$ cat config.mk
export PLATFORM = sky130hd
export DESIGN_NAME = fp_vec_add_drain_flat
export DESIGN_NICKNAME = d
export VERILOG_FILES = /design/src/rtl/fp_vec_pkg.sv /design/src/rtl/fp_vec_add_drain_if.sv /design/src/rtl/fp_vec_add_drain_sync_fifo.sv /design/src/rtl/fp_vec_add_drain.sv /design/src/flat_wrapper.sv
export SDC_FILE = /design/constraint.sdc
export NUM_CORES = 1
export LEC_CHECK = 0
export CAP_MARGIN = 0
export CORE_AREA = 2 2 249 251
export DETAILED_ROUTE_END_ITERATION = 16
export DIE_AREA = 0 0 251 253
export SETUP_SLACK_MARGIN = 0.15
export SYNTH_ARGS = -nofsm -noshare
export SYNTH_HDL_FRONTEND = slang
export SYNTH_HIERARCHICAL = 1
export SYNTH_SLANG_ARGS = --single-unit
$ cat constraint.sdc
create_clock -name clk -period 4.75 [get_ports clk]
set_clock_uncertainty 0.15 [all_clocks]
set_input_delay 0.7125 -clock clk [delete_from_list [all_inputs] [get_ports clk]]
set_output_delay 0.7125 -clock clk [all_outputs]
set_load 0.02 [all_outputs]
$ cat src/rtl/fp_vec_pkg.sv
// Shared FP vector types for the drain wrapper and FPVectorAdd benches.
// Lane format is {sign, exponent, mantissa}; lane 0 sits in the low bits.
package fp_vec_pkg;
    localparam int DEF_EXP_BITS  = 5;
    localparam int DEF_MANT_BITS = 6;
    localparam int DEF_LANES     = 4;
    localparam int DEF_DEPTH     = 4;
    localparam int DEF_ID_BITS   = 32;

    function automatic int lane_w(input int exp_bits, input int mant_bits);
        return 1 + exp_bits + mant_bits;
    endfunction

    localparam int W = lane_w(DEF_EXP_BITS, DEF_MANT_BITS);

    typedef logic [W-1:0] fp_lane_t;
    typedef fp_lane_t [DEF_LANES-1:0] fp_vec_t;
endpackage

$ cat src/rtl/fp_vec_add_drain_if.sv
// Operand-in / result-out handshake bundle of fp_vec_add_drain.
// slave = wrapper side, master = the agent feeding operands and draining results.
interface fp_vec_add_drain_if #(
    parameter int ID_BITS = 32,
    parameter int VW      = 48
);
    logic               s_valid;
    logic               s_ready;
    logic [ID_BITS-1:0] s_id;
    logic [VW-1:0]      s_op1;
    logic [VW-1:0]      s_op2;
    logic               m_valid;
    logic               m_ready;
    logic [ID_BITS-1:0] m_id;
    logic [VW-1:0]      m_sum;

    modport slave (
        input  s_valid, s_id, s_op1, s_op2, m_ready,
        output s_ready, m_valid, m_id, m_sum
    );
    modport master (
        output s_valid, s_id, s_op1, s_op2, m_ready,
        input  s_ready, m_valid, m_id, m_sum
    );
endinterface

$ cat src/rtl/fp_vec_add_drain_sync_fifo.sv
// Single-clock FIFO with combinational head read; used for the tag queue and result buffer.
// Reads when empty are ignored; writes when full are dropped unless a read frees a slot.
module sync_fifo #(
    parameter int WIDTH = 8,
    parameter int DEPTH = 4
) (
    input  logic             clk,
    input  logic             rst,
    input  logic             wr_en,
    input  logic [WIDTH-1:0] wr_data,
    input  logic             rd_en,
    output logic [WIDTH-1:0] rd_data
);
    localparam int AW = $clog2(DEPTH);

    logic [WIDTH-1:0] mem [DEPTH];
    logic [AW-1:0]    wr_ptr, rd_ptr;
    logic [AW:0]      cnt;
    logic             do_wr, do_rd;

    assign do_rd   = rd_en & (cnt != '0);
    assign do_wr   = wr_en & ((cnt != (AW+1)'(DEPTH)) | do_rd);
    assign rd_data = mem[rd_ptr];

    always_ff @(posedge clk or posedge rst) begin
        if (rst) begin
            wr_ptr <= '0;
            rd_ptr <= '0;
            cnt    <= '0;
        end else begin
            if (do_wr) wr_ptr <= wr_ptr + AW'(1);
            if (do_rd) rd_ptr <= rd_ptr + AW'(1);
            cnt <= cnt + (AW+1)'(do_wr) - (AW+1)'(do_rd);
        end
    end

    always_ff @(posedge clk) begin
        if (do_wr) mem[wr_ptr] <= wr_data;
    end
endmodule

$ cat src/rtl/fp_vec_add_drain.sv
// Issue/collect wrapper around a fixed-latency, no-stall FP vector adder.
// Define FP_VEC_DRAIN_ERR_EN to build the sticky protocol-error checker on err.
module fp_vec_add_drain
    import fp_vec_pkg::*;
#(
    parameter int  EXP_BITS  = DEF_EXP_BITS,
    parameter int  MANT_BITS = DEF_MANT_BITS,
    parameter int  LANES     = DEF_LANES,
    parameter int  DEPTH     = DEF_DEPTH,
    parameter int  ID_BITS   = DEF_ID_BITS,
    localparam int VW        = LANES * lane_w(EXP_BITS, MANT_BITS)
) (
    input  logic              clk,
    input  logic              rst,
    fp_vec_add_drain_if.slave bus,
    output logic              add_in_valid,
    output logic [VW-1:0]     add_op1,
    output logic [VW-1:0]     add_op2,
    input  logic              add_out_valid,
    input  logic [VW-1:0]     add_sum,
    output logic              err
);
    localparam int CW = $clog2(DEPTH) + 1;

    logic [CW-1:0]         inflight, count;
    logic                  up, issue, ret, wr, pop;
    logic [ID_BITS-1:0]    tag;
    logic [ID_BITS+VW-1:0] res_head;

    // Credit covers both ops still in the adder and results still buffered,
    // so the adder can never return into a full FIFO.
    assign bus.s_ready = up & (({1'b0, inflight} + {1'b0, count}) < (CW+1)'(DEPTH));
    assign issue        = bus.s_valid & bus.s_ready;
    assign add_in_valid = issue;
    assign add_op1      = bus.s_op1;
    assign add_op2      = bus.s_op2;

    assign bus.m_valid = count != '0;
    assign pop         = bus.m_valid & bus.m_ready;
    assign {bus.m_id, bus.m_sum} = res_head;

`ifdef FP_VEC_DRAIN_ERR_EN
    logic spurious, ovf, err_q;

    assign spurious = add_out_valid & (inflight == '0);
    assign ret      = add_out_valid & ~spurious;
    assign ovf      = ret & (count == CW'(DEPTH)) & ~pop;
    assign wr       = ret & ~ovf;
    assign err      = err_q;

    always_ff @(posedge clk or posedge rst) begin
        if (rst)                  err_q <= 1'b0;
        else if (spurious || ovf) err_q <= 1'b1;
    end
`else
    assign ret = add_out_valid;
    assign wr  = ret;
    assign err = 1'b0;
`endif

    // up holds s_ready low through reset and the first cycle after release.
    always_ff @(posedge clk or posedge rst) begin
        if (rst) begin
            up       <= 1'b0;
            inflight <= '0;
            count    <= '0;
        end else begin
            up       <= 1'b1;
            inflight <= inflight + CW'(issue) - CW'(ret);
            count    <= count + CW'(wr) - CW'(pop);
        end
    end

    sync_fifo #(.WIDTH(ID_BITS), .DEPTH(DEPTH)) u_tag_q (
        .clk     (clk),
        .rst     (rst),
        .wr_en   (issue),
        .wr_data (bus.s_id),
        .rd_en   (ret),
        .rd_data (tag)
    );

    sync_fifo #(.WIDTH(ID_BITS + VW), .DEPTH(DEPTH)) u_res_q (
        .clk     (clk),
        .rst     (rst),
        .wr_en   (wr),
        .wr_data ({tag, add_sum}),
        .rd_en   (pop),
        .rd_data (res_head)
    );
endmodule

$ cat src/flat_wrapper.sv
// flat-port wrapper written by rule: the top's interface ports become plain ports
module fp_vec_add_drain_flat import fp_vec_pkg::*;
#(
    parameter int  EXP_BITS  = DEF_EXP_BITS,
    parameter int  MANT_BITS = DEF_MANT_BITS,
    parameter int  LANES     = DEF_LANES,
    parameter int  DEPTH     = DEF_DEPTH,
    parameter int  ID_BITS   = DEF_ID_BITS,
    localparam int VW        = LANES * lane_w(EXP_BITS, MANT_BITS)
)
  (clk, rst, add_in_valid, add_op1, add_op2, add_out_valid, add_sum, err, bus_s_valid, bus_s_id, bus_s_op1, bus_s_op2, bus_m_ready, bus_s_ready, bus_m_valid, bus_m_id, bus_m_sum);
  fp_vec_add_drain_if #(.ID_BITS(ID_BITS), .VW((DEF_LANES * W))) bus_i ();
  input  logic clk;
  input  logic rst;
  output logic add_in_valid;
  output logic [VW-1:0] add_op1;
  output logic [VW-1:0] add_op2;
  input  logic add_out_valid;
  input  logic [VW-1:0] add_sum;
  output logic err;
  input wire logic [$bits(bus_i.s_valid)-1:0] bus_s_valid;
  input wire logic [$bits(bus_i.s_id)-1:0] bus_s_id;
  input wire logic [$bits(bus_i.s_op1)-1:0] bus_s_op1;
  input wire logic [$bits(bus_i.s_op2)-1:0] bus_s_op2;
  input wire logic [$bits(bus_i.m_ready)-1:0] bus_m_ready;
  output wire logic [$bits(bus_i.s_ready)-1:0] bus_s_ready;
  output wire logic [$bits(bus_i.m_valid)-1:0] bus_m_valid;
  output wire logic [$bits(bus_i.m_id)-1:0] bus_m_id;
  output wire logic [$bits(bus_i.m_sum)-1:0] bus_m_sum;
  assign bus_i.s_valid = bus_s_valid;
  assign bus_i.s_id = bus_s_id;
  assign bus_i.s_op1 = bus_s_op1;
  assign bus_i.s_op2 = bus_s_op2;
  assign bus_i.m_ready = bus_m_ready;
  assign bus_s_ready = bus_i.s_ready;
  assign bus_m_valid = bus_i.m_valid;
  assign bus_m_id = bus_i.m_id;
  assign bus_m_sum = bus_i.m_sum;
  fp_vec_add_drain #(.EXP_BITS(EXP_BITS), .MANT_BITS(MANT_BITS), .LANES(LANES), .DEPTH(DEPTH), .ID_BITS(ID_BITS)) u_core (.clk(clk), .rst(rst), .bus(bus_i), .add_in_valid(add_in_valid), .add_op1(add_op1), .add_op2(add_op2), .add_out_valid(add_out_valid), .add_sum(add_sum), .err(err));
endmodule
# Yosys cells after proc, flatten, opt, wreduce, memory -nomap -nowiden
# Memory sizes are Yosys's and may differ from the RTL's.
# Index checks and enable logic that the tools add are counted.
[word_totals]
ramBits = 448
n_memories = 2
out_inout_bits = 180
reg_bits = 21
[classes]
magnitude_cmp = 1
n_reduce_logical = 3
muxes = 4
n_bitwise = 9
eq_ne = 2
add_sub_neg = 13
[memory_table]
columns = ["name", "depth", "width", "read_ports", "rd_clocked_by_memory_dff", "wr", "line", "source"]
rows = [
  ["u_core.u_res_q.mem", 4, 80, 1, 0, 1, "fp_vec_add_drain_sync_fifo.sv:16", "logic [WIDTH-1:0] mem [DEPTH];"],
  ["u_core.u_tag_q.mem", 4, 32, 1, 0, 1, "fp_vec_add_drain_sync_fifo.sv:16", ""],
]
[op_table]
columns = ["operator", "n"]
rows = [
  ["3-bit by 1-bit adder with 3-bit output", 4],
  ["3-bit by 1-bit subtractor with 3-bit output", 4],
  ["3-bit nonzero test", 3],
  ["2-bit by 1-bit adder with 2-bit output, second input constant", 4],
  ["1-bit bitwise AND", 7],
  ["3-bit != test, second input constant", 2],
  ["3-bit by 3-bit adder with 4-bit output", 1],
  ["4-bit by 3-bit < comparator with 1-bit output, second input constant", 1],
  ["1-bit 2-to-1 mux", 4],
  ["1-bit bitwise OR", 2],
]

# Longest topological paths before layout
[depth]
ltp_word = 7
depth_mapped = 12
depth_no_buf = 12

# Modules after synthesis
# Netlist, hierarchy kept.
[by_module_without_submodules]
columns = ["mod", "area_each_um2", "cells_each", "n_inst", "seq_area_each_um2"]
rows = [
  ["sync_fifo (u_core.u_res_q)", 11911.4, 453, 1, 9784.4],
  ["sync_fifo (u_core.u_tag_q)", 5014.8, 203, 1, 4018.9],
  ["fp_vec_add_drain", 1142.3, 133, 1, 175.2],
]

# Least setup slack after synthesis
# No wires, ideal clock.
[synth_timing]
path_kind = "input port to flip-flop"
startpoint = "in bus_m_ready"
endpoint = "mem u_core/u_res_q/mem[0][0] (netlist bit) (enable)"
setup_slack_ps = 1134
t_required_ps = 4153
n_path_buf = 0
stages = 3
t_arrival_ps = 3019
cell_sequence = "and2_1 > o41a_1 > and2_1"
[synth_via]
elab_chain_len = 6
[synth_lines]
columns = ["element", "line", "source"]
rows = [
  ["from (decl)", "flat_wrapper.sv:25", "input wire logic [$bits(bus_i.m_ready)-1:0] bus_m_ready;"],
  ["1-bit bitwise AND", "fp_vec_add_drain.sv:39", "assign pop = bus.m_valid & bus.m_ready;"],
  ["1-bit bitwise AND", "fp_vec_add_drain_sync_fifo.sv:21", "assign do_rd = rd_en & (cnt != '0);"],
  ["1-bit bitwise OR", "fp_vec_add_drain_sync_fifo.sv:22", "assign do_wr = wr_en & ((cnt != (AW+1)'(DEPTH)) | do_rd);"],
  ["1-bit bitwise AND", "fp_vec_add_drain_sync_fifo.sv:22", ""],
  ["1-bit 2-to-1 mux", "fp_vec_add_drain_sync_fifo.sv:38", "if (do_wr) mem[wr_ptr] <= wr_data;"],
  ["1-bit 2-to-1 mux (not written as such)", "fp_vec_add_drain_sync_fifo.sv:38", ""],
  ["to (decl)", "fp_vec_add_drain_sync_fifo.sv:16", ""],
]
# No other way between the ends.

# Worst setup path after layout
[layout_timing]
startpoint = "reg u_core.u_res_q.rd_ptr[0]"
endpoint = "out bus_m_sum[40]"
[layout_via]
elab_chain_len = 1
[layout_lines]
columns = ["element", "line", "source"]
rows = [
  ["from (decl)", "fp_vec_add_drain_sync_fifo.sv:17", "logic [AW-1:0] wr_ptr, rd_ptr;"],
  ["from (signal assigned)", "fp_vec_add_drain_sync_fifo.sv:32", "if (do_rd) rd_ptr <= rd_ptr + AW'(1);"],
  ["memory read 4 x 80 bit", "n/a", ""],
  ["to (decl)", "flat_wrapper.sv:29", "output wire logic [$bits(bus_i.m_sum)-1:0] bus_m_sum;"],
]
# No other way between the ends.

==> qor.json <==
{
  "cpMaxStageDelayCell": "dfrtp_4",
  "max_freq_mhz": 264,
  "status": "finished clean",
  "yosys-top-cells-count": "edfxtp_1, mux4_2, buf_4",
  "final_layout_size_suffix_gt1_share_pct": 23.3,
  "syn-instance-count": 789,
  "ir_worst_vdd_mv": 0.354,
  "design_power_total_mw": 14.1,
  "syn-num-nets": 992,
  "ff2ff_path_depth": 12,
  "post_drt_wl_per_cell_um": 20.5,
  "horizontal_extent_of_the_die_um": 251,
  "clock_sink_count": 469,
  "drc_violation_count_after_routing": 0,
  "cp_max_fo": 35,
  "setup_tns_final_ns": 0,
  "per_instance_average_area_after_synthesis_um2": 22.9,
  "final-setup-viol-count": 0,
  "crit_start": "u_core/u_res_q/rd_ptr[0]",
  "arrival_ns": 2.92,
  "ff2ff_setup_slack_ns": 1.21,
  "port-buffer-count": 167,
  "r2r_start": "u_core/inflight[2]",
  "worstSetupPathType": "register to output port",
  "global_route.overflow_total": 0,
  "worst_path_dominant_cell_family": "buffers and inverters",
  "detailedRoute.firstIterationViolations": 420,
  "worstPathBufferInverterCount": 2,
  "cp-start-kind": "register",
  "yosys.area.top_type": "edfxtp_1",
  "final_antenna_net_count": 0,
  "largest_net_degree_at_the_start_of_global_routing": 48,
  "postCtsSetupBuffers": 0,
  "post_cts_hold_buffers": 0,
  "synth_async_sr_flop_share_pct": 4.48,
  "finalWeightedCongestion": 0.685,
  "gr-max-usage-layer": "met2",
  "power_leakage_nw": 6.97,
  "timing.slew.headroom_pct": 37.7,
  "post_drt_via_cell_ratio": 4.45,
  "critical_path_required_time_ns": 3.89,
  "leading_cell_type_by_number_of_instances_after_synthesis": "edfxtp_1",
  "grt_setup_unrepaired": "no",
  "endpoint_type_of_the_worst_setup_path": "output port",
  "cellPowerDensity_nw_per_um2": 650,
  "antenna_found_initial": 7,
  "htree_levels": 2,
  "dr_total_vias": 7683,
  "initial_cell_density_of_the_core_pct": 29.6,
  "worst_setup_hold_path_clk_slew_ns": 0.06,
  "syn-cell-area_um2": 18100,
  "grt_util_met3_pct": 4.11,
  "nFillCells": 5634,
  "grt_pass1_vias": 8273,
  "final_core_density_pct": 35.5,
  "cts_tree": "done",
  "report.final.slew_viol_count": 0,
  "detailed_place_hpwl_um": 21700,
  "synth_cell_types": 23,
  "dieHeight_um": 253,
  "worst-slew-pin-transition_ns": 0.934,
  "tritoncts.num_buffers": 48,
  "netlist.area_leader.share_pct": 74.5,
  "routed_wl_um": 35400,
  "share_of_the_cycle_needed_by_the_critical_path_after_routing_pct": 79.7,
  "met2_usage_pct": 18.4,
  "yosys_warnings": 6,
  "flow.area_growth_from_synthesis_pct": 19.8,
  "timing.hold.worst.class": "input port to asynchronous set/reset pin",
  "grt_use_total_pct": 11.2,
  "fin_nets": 1102,
  "cts-root-buf": "clkbuf_16",
  "synth-seq-area-share_pct": 77.4,
  "synth_enable_flop_cells": 448,
  "crit_path_cell_trace": "buf_12, mux4_2, clkdlybuf4s50_1",
  "ys_dominant_reg_cell": "edfxtp_1",
  "globalRouteMet1Util_pct": 13.6,
  "synth_area_leaders": "edfxtp_1, mux4_2, buf_4, dfrtp_1, ha_1",
  "worstSkewPairLatency_ns": 0.59,
  "critical_path_depth": 3,
  "number_of_register_bits_inferred_by_synthesis": 469,
  "drt_pre_antenna_iters": 4,
  "clockBufferDepth": 3,
  "grt_first_pass_wirelength_um": 52600,
  "post_cts_resized": 0,
  "timing.critical_path.slowest_cell_delay_ns": 0.79,
  "period_minus_slack_ns": 3.79,
  "finalHoldViolations": 0,
  "num_rows": 91,
  "max-cap-violations": 0,
  "floorplan.io_pins": 361,
  "core-area_um2": 61000,
  "fp.dieArea_um2": 63500
}
-- routing by layer --
layer  routed length (um)  share of wire [%]  vias up
met5                   64               0.18        -
met3                 2590                7.3       68
li1                     -                  -     3316
met1                14500                 41     4035
met2                17500                 49      252
met4                  758                2.1       12
-- power breakdown --
group          total [mW]  internal, mW  leakage [nW]  switching [mW]
combinational        4.33          2.12          1.86            2.21
sequential           6.00          5.56          4.33           0.438
clock                3.76          2.20         0.781            1.56
total                14.1          9.88          6.97            4.21
-- flip-flops by register name, indices dropped and copies added, names as in the netlist, 3 cells and up --
name and flops:
u_core/count 3, u_core/u_tag_q/cnt 3, u_core/inflight 3, u_core/u_tag_q/mem 128
u_core/u_res_q/mem 320, u_core/u_res_q/cnt 3
-- layout by cell type, fill, tap and decap left out, types with 2 or more instances in the layout --
cell type / Yosys / routed
clkbuf_1: 3 / 6
conb_1: 2 / 2
buf_12: 0 / 3
bufinv_16: 0 / 6
and2_2: 0 / 4
fa_1: 4 / 4
dfrtp_4: 0 / 2
clkinv_1: 0 / 8
xor2_1: 2 / 2
clkinv_16: 0 / 2
dfrtp_2: 0 / 2
clkinv_2: 0 / 13
and2_4: 0 / 4
nand2_1: 2 / 2
inv_1: 24 / 24
o41a_1: 2 / 2
inv_2: 2 / 2
xnor2_1: 12 / 12
diode_2: 0 / 2
clkdlybuf4s50_1: 0 / 167
clkbuf_16: 0 / 48
buf_4: 103 / 13
mux4_2: 112 / 112
o31a_1: 2 / 2
ha_1: 18 / 18
edfxtp_1: 448 / 448
clkinvlp_4: 0 / 2
mux2_4: 2 / 2
dfrtp_1: 21 / 17
-- cell type report --
| class | instances | area, um2 | share of cell area (%) |
|---|---|---|---|
| diodes | 2 | 5.00 | 0.0231 |
| clock buffers | 54 | 1220 | 5.65 |
| clock inverters | 33 | 375 | 1.73 |
| inverters | 26 | 97.6 | 0.451 |
| multi-input cells | 171 | 3140 | 14.5 |
| flip-flops and latches | 469 | 14000 | 64.6 |
| well taps | 790 | 988 | 4.57 |
| repair buffers | 183 | 1830 | 8.45 |
-- path summary, 6_finish.rpt --
| check | end |
|---|---|
| max | bus_m_sum[40] |
| min | u_core/u_tag_q/wr_ptr[1] |
| max reg2reg | u_core/u_tag_q/cnt[2] |
| min reg2reg | u_core/u_tag_q/rd_ptr[0] |
| max in group asynchronous | u_core/u_res_q/rd_ptr[0] |
| min in group clk | u_core/u_tag_q/rd_ptr[0] |
-- metrics by stage --
| step | setup slack, ns | hold WS, ns | cells | cell area [um2] |
|---|---|---|---|---|
| 2_1_floorplan | 1.13 | 0.336 | 789 | 18100 |
| 3_3_place_gp | 1.23 | 0.317 | 1639 | 20000 |
| 3_5_place_dp | 1.19 | 0.325 | 1639 | 20000 |
| 4_1_cts | 0.825 | 0.284 | 1726 | 21600 |
| 5_1_grt | 0.757 | 0.326 | 1726 | 21600 |
| 6_report | 0.963 | 0.326 | 1728 | 21700 |
-- cells by family (layout without fill, tap and decap cells) --
group | Yosys count | after routing | share of synthesized area, %
flip-flops | 469 | 469 | 77.4
buffers and inverters | 149 | 296 | 5.32
multiplexers | 114 | 114 | 14.1
adder cells (fa/ha/maj) | 22 | 22 | 1.69
XOR/XNOR | 14 | 14 | 0.679
AND/OR/NAND/NOR | 13 | 13 | 0.443
AO/OA/AOI/OAI | 6 | 6 | 0.339
other | 2 | 4 | 0.0416
Note: power is estimated with default switching activity, not from simulation.
==> RTL change 1: new RTL, config.mk and constraints unchanged <==
`DEF_ID_BITS`: 32 -> 16.
--- a/src/rtl/fp_vec_pkg.sv
+++ b/src/rtl/fp_vec_pkg.sv
@@ -5,7 +5,7 @@
     localparam int DEF_MANT_BITS = 6;
     localparam int DEF_LANES     = 4;
     localparam int DEF_DEPTH     = 4;
-    localparam int DEF_ID_BITS   = 32;
+    localparam int DEF_ID_BITS   = 16;
 
     function automatic int lane_w(input int exp_bits, input int mant_bits);
         return 1 + exp_bits + mant_bits;
Ports: changed (resized bus_m_id and bus_s_id); port bits go from 361 to 329. The function was not compared with the original's and may differ.
==> RTL change 1 against the original RTL <==
Hold slack improved by 0.037 ns; clock power decreased by 24%; power decreased by 25%; sequential cell count decreased by 128; sequential power decreased by 26%; wire length decreased by 24%; synthesized area decreased by 25%; worst setup slack improved by 0.15 ns; design area decreased by 25%.
==> RTL change 1: results (changes against the original RTL) <==
[yosys]
avgSynthCellArea_sq_um=21.70  ; was 22.90 sq um
synth_top_cells_by_count=edfxtp_1 (320), buf_4 (104), mux4_2 (80), inv_1 (24), dfrtp_1 (21)  ; was edfxtp_1 (448), mux4_2 (112), buf_4 (103), inv_1 (24), dfrtp_1 (21)
netlist_top_cells_area=edfxtp_1 (71%), mux4_2 (13%), buf_4 (5.8%)  ; was edfxtp_1 (74%), mux4_2 (14%), buf_4 (4.3%)
synth_compound_area_share_pct=0.4550  ; was 0.3393%
synth_edf_count=320  ; was 448
muxShareOfSynthArea_pct=13.59  ; was 14.13%
yosysSeqAreaShare_pct=75.22  ; was 77.36%
synth_xor_area_share_pct=0.9100  ; was 0.6786%

[clock_network]
cts_buffers=36  ; was 48

[placement]
dp_hpwl_microns=16790  ; was 21740 microns
portBuffers=135  ; was 167
dp_slack_ns=1.216  ; was 1.194 ns
place_congestion=0.6743  ; was 0.6849

[grt]
grtUsageMet3_pct=3.937  ; was 4.112%
grt_start_max_net_pins=66  ; was 48
grt_usage_pct=8.412  ; was 11.16%
use_met2_pct=13.68  ; was 18.43%

[layout]
drive_above_1_share_pct=20.93  ; was 23.29%
fill_cells=6064  ; was 5634
stdcell_count=1498  ; was 1728
top_regs=u_core/u_res_q/mem: 256 flops, u_core/u_tag_q/mem: 64 flops  ; was u_core/u_res_q/mem: 320 flops, u_core/u_tag_q/mem: 128 flops

[routing]
drtIter0Drc=185  ; was 420
wl_met3_microns=2440  ; was 2592 microns
met2_length_microns=12860  ; was 17510 microns
num_vias=5728  ; was 7683

[critical_path]
crit_fanout=3  ; was 35

[power]
peakVddDrop_mv=0.2508  ; was 0.3535 mV

[outcome]
status=completed  ; unchanged

[RTL change 1: final cells by class]
| class | count | area share [%] |
|---|---|---|
| well taps | 790 | 6.062 |
| inverters | 26 | 0.5986 |
| multi-input cells | 139 | 14.83 |
| clock inverters | 20 | 1.589 |
| flip-flops and latches | 341 | 62.21 |
| clock buffers | 40 | 5.748 |
| diodes | 1 | 0.01535 |
| repair buffers | 141 | 8.948 |
[RTL change 1: report_power, final]
group | switching (mW) | internal, mW
sequential | 0.405 | 4.03
combinational | 1.60 | 1.64
clock | 1.13 | 1.74
[RTL change 1: final timing paths]
check                                           startpoint                                    to  slack [ns]
setup / recovery                 u_core/count[2]$_DFF_PP0_                          add_in_valid        1.11
hold / removal                                         rst       u_core/u_tag_q/cnt[1]$_DFF_PP0_        0.36
setup reg to reg                 u_core/count[2]$_DFF_PP0_       u_core/u_tag_q/cnt[2]$_DFF_PP0_        1.29
hold reg to reg            u_core/u_tag_q/cnt[2]$_DFF_PP0_       u_core/u_tag_q/cnt[2]$_DFF_PP0_        0.37
max in group asynchronous                              rst  u_core/u_res_q/rd_ptr[0]$_DFFE_PP0N_        3.84
min in group clk           u_core/u_tag_q/cnt[2]$_DFF_PP0_       u_core/u_tag_q/cnt[2]$_DFF_PP0_        0.37
[RTL change 1: metrics by stage]
stage	util [%]	total power, mW	instance area (sq um)
after global placement	24.75	7.803	15110
after CTS	26.71	10.80	16300
final	26.72	10.55	16300
after detailed placement	24.75	7.868	15110
after global routing	26.71	11.11	16300
after floorplan	-	6.528	13470
[RTL change 1: critical path, cell delays in order, from the launching register on]
cell             delay [ns]
dfrtp_1                0.41
ha_1                   0.27
or4b_1                 0.55
a311oi_2               0.33
clkdlybuf4s50_1        0.69
==> RTL change 2: new RTL, config.mk and constraints unchanged <==
Made on the original files. Build with the macro `FP_VEC_DRAIN_ERR_EN` defined.
--- a/src/rtl/fp_vec_add_drain.sv
+++ b/src/rtl/fp_vec_add_drain.sv
@@ -1,5 +1,7 @@
 // Issue/collect wrapper around a fixed-latency, no-stall FP vector adder.
 // Define FP_VEC_DRAIN_ERR_EN to build the sticky protocol-error checker on err.
+`define FP_VEC_DRAIN_ERR_EN
+
 module fp_vec_add_drain
     import fp_vec_pkg::*;
 #(
Behaviour: not the same (Yosys sat finds a counterexample within 4 cycles, from zero or initial values and one cycle with rst high).
==> RTL change 2 against the original RTL <==
Design area grew 0.28%; synthesized cell count grew 0.76%; worst setup slack gained 0.0077 ns; sequential cell count grew 1; combinational power grew 3%; synthesized area grew 0.43%; die area is the same; power grew 0.54%; wire length grew 6.3%; critical endpoint is now bus_m_id[19]; largest cell class unchanged.
==> RTL change 2: results (changes against the original RTL) <==
[grt]
met1_usage_pct=13.75  ; was 13.65%
grtUsageMet3_pct=5.140  ; was 4.112%
grt_start_max_net_pins=50  ; was 48
grt_pass1_wl_microns=55660  ; was 52610 microns
antenna_found_initial=4  ; was 7
grt_pass1_vias=8545  ; was 8273
grt_usage_pct=11.84  ; was 11.16%
use_met2_pct=20.03  ; was 18.43%

[yosys]
async_reset_ff_share_pct=4.681  ; was 4.478%
yosysUniqueCellTypes=25  ; was 23
muxShareOfSynthArea_pct=14.07  ; was 14.13%
synth_top_cells_by_count=edfxtp_1 (448), mux4_2 (112), buf_4 (102), inv_1 (25), dfrtp_1 (22)  ; was edfxtp_1 (448), mux4_2 (112), buf_4 (103), inv_1 (24), dfrtp_1 (21)
avgSynthCellArea_sq_um=22.83  ; was 22.90 sq um
yosysSeqAreaShare_pct=77.17  ; was 77.36%
synth_xor_area_share_pct=0.6757  ; was 0.6786%
synth_fa_ha_area_share_pct=1.682  ; was 1.690%
synth_compound_area_share_pct=0.4551  ; was 0.3393%
netlist_top_cells_area=edfxtp_1 (74%), mux4_2 (14%), buf_4 (4.2%)  ; was edfxtp_1 (74%), mux4_2 (14%), buf_4 (4.3%)

[timing]
max_freq_mhz=264.6  ; was 264.0 MHz
worst_pin_slew_ns=0.9516  ; was 0.9339 ns

[critical_path]
crit_end=bus_m_id[19]  ; was bus_m_sum[40]
timing.rr.start=u_core/inflight[2]$_DFF_PP0_  ; unchanged
crit_family=flip-flops  ; was buffers and inverters
crit_start=u_core/u_res_q/rd_ptr[1]$_DFFE_PP0N_  ; was u_core/u_res_q/rd_ptr[0]$_DFFE_PP0N_
slowest_delay_ns=0.96  ; was 0.79 ns
reg2reg_slack_ns=1.29  ; was 1.21 ns
crit_fanout=46  ; was 35

[placement]
place_congestion=0.6930  ; was 0.6849
dp_hpwl_microns=23530  ; was 21740 microns
placedCellCount=1646  ; was 1639
portBuffers=168  ; was 167

[power]
cellLeakagePower_nw=6.962  ; was 6.971 nW
peakVddDrop_mv=0.3282  ; was 0.3535 mV

[routing]
wl_per_cell_microns=21.75  ; was 20.49 microns
met2_length_microns=18660  ; was 17510 microns
wl_met1_microns=14860  ; was 14480 microns
drtIter0Drc=376  ; was 420
highest_layer=met5  ; unchanged
viasPerCell=4.516  ; was 4.446
wl_met3_microns=3304  ; was 2592 microns

[layout]
drive_above_1_share_pct=22.79  ; was 23.29%
stdcell_count=1730  ; was 1728
nets=1109  ; was 1102

[outcome]
status=completed  ; unchanged

[clock_network]
clk_pin_slew_ns=0.06  ; about the same

## RTL change 2: changes by cell type in the layout (fill, tap and decap cells not counted), sizes merged, moves of 2 or more
cell    change
or4b        +2
inv         +2
bufinv      -3
clkbuf      +8
clkinv      -9
## RTL change 2: stage by stage
stage | area [sq um] | hold slack, ns | util [%] | setup WS (ns)
final | 21710 | 0.3090 | 35.58 | 0.9704
after floorplan | 18150 | 0.3359 | - | 0.9532
after global routing | 21710 | 0.3110 | 35.57 | 0.7763
after detailed placement | 20210 | 0.3156 | 33.12 | 1.147
after global placement | 20210 | 0.3174 | 33.12 | 1.172
after CTS | 21710 | 0.2729 | 35.57 | 0.8294
## RTL change 2: layout make-up
class	instances	area (sq um)
multi-input cells	176	3201
flip-flops and latches	470	14010
fillers	5584	39320
clock inverters	21	236.5
diodes	1	2.502
repair buffers	183	1907
clock buffers	62	1264
inverters	27	101.3
well taps	790	988.4
## RTL change 2: worst register-to-register path, stage by stage (launching register included)
cell	delay [ns]
dfrtp_1	0.41
ha_1	0.31
or4b_4	0.49
a311oi_2	0.30
o41a_1	0.39
inv_1	0.08
ha_1	0.29
inv_1	0.05
ha_1	0.13
inv_1	0.05
fa_1	0.40
xnor2_1	0.20
xnor2_1	0.14
## RTL change 2: power by group
| part | internal [mW] | total [mW] | switching, mW |
|---|---|---|---|
| clock network | 2.06 | 3.61 | 1.56 |
| registers | 5.59 | 6.06 | 0.473 |
| logic | 2.18 | 4.48 | 2.30 |
| total | 9.83 | 14.2 | 4.33 |
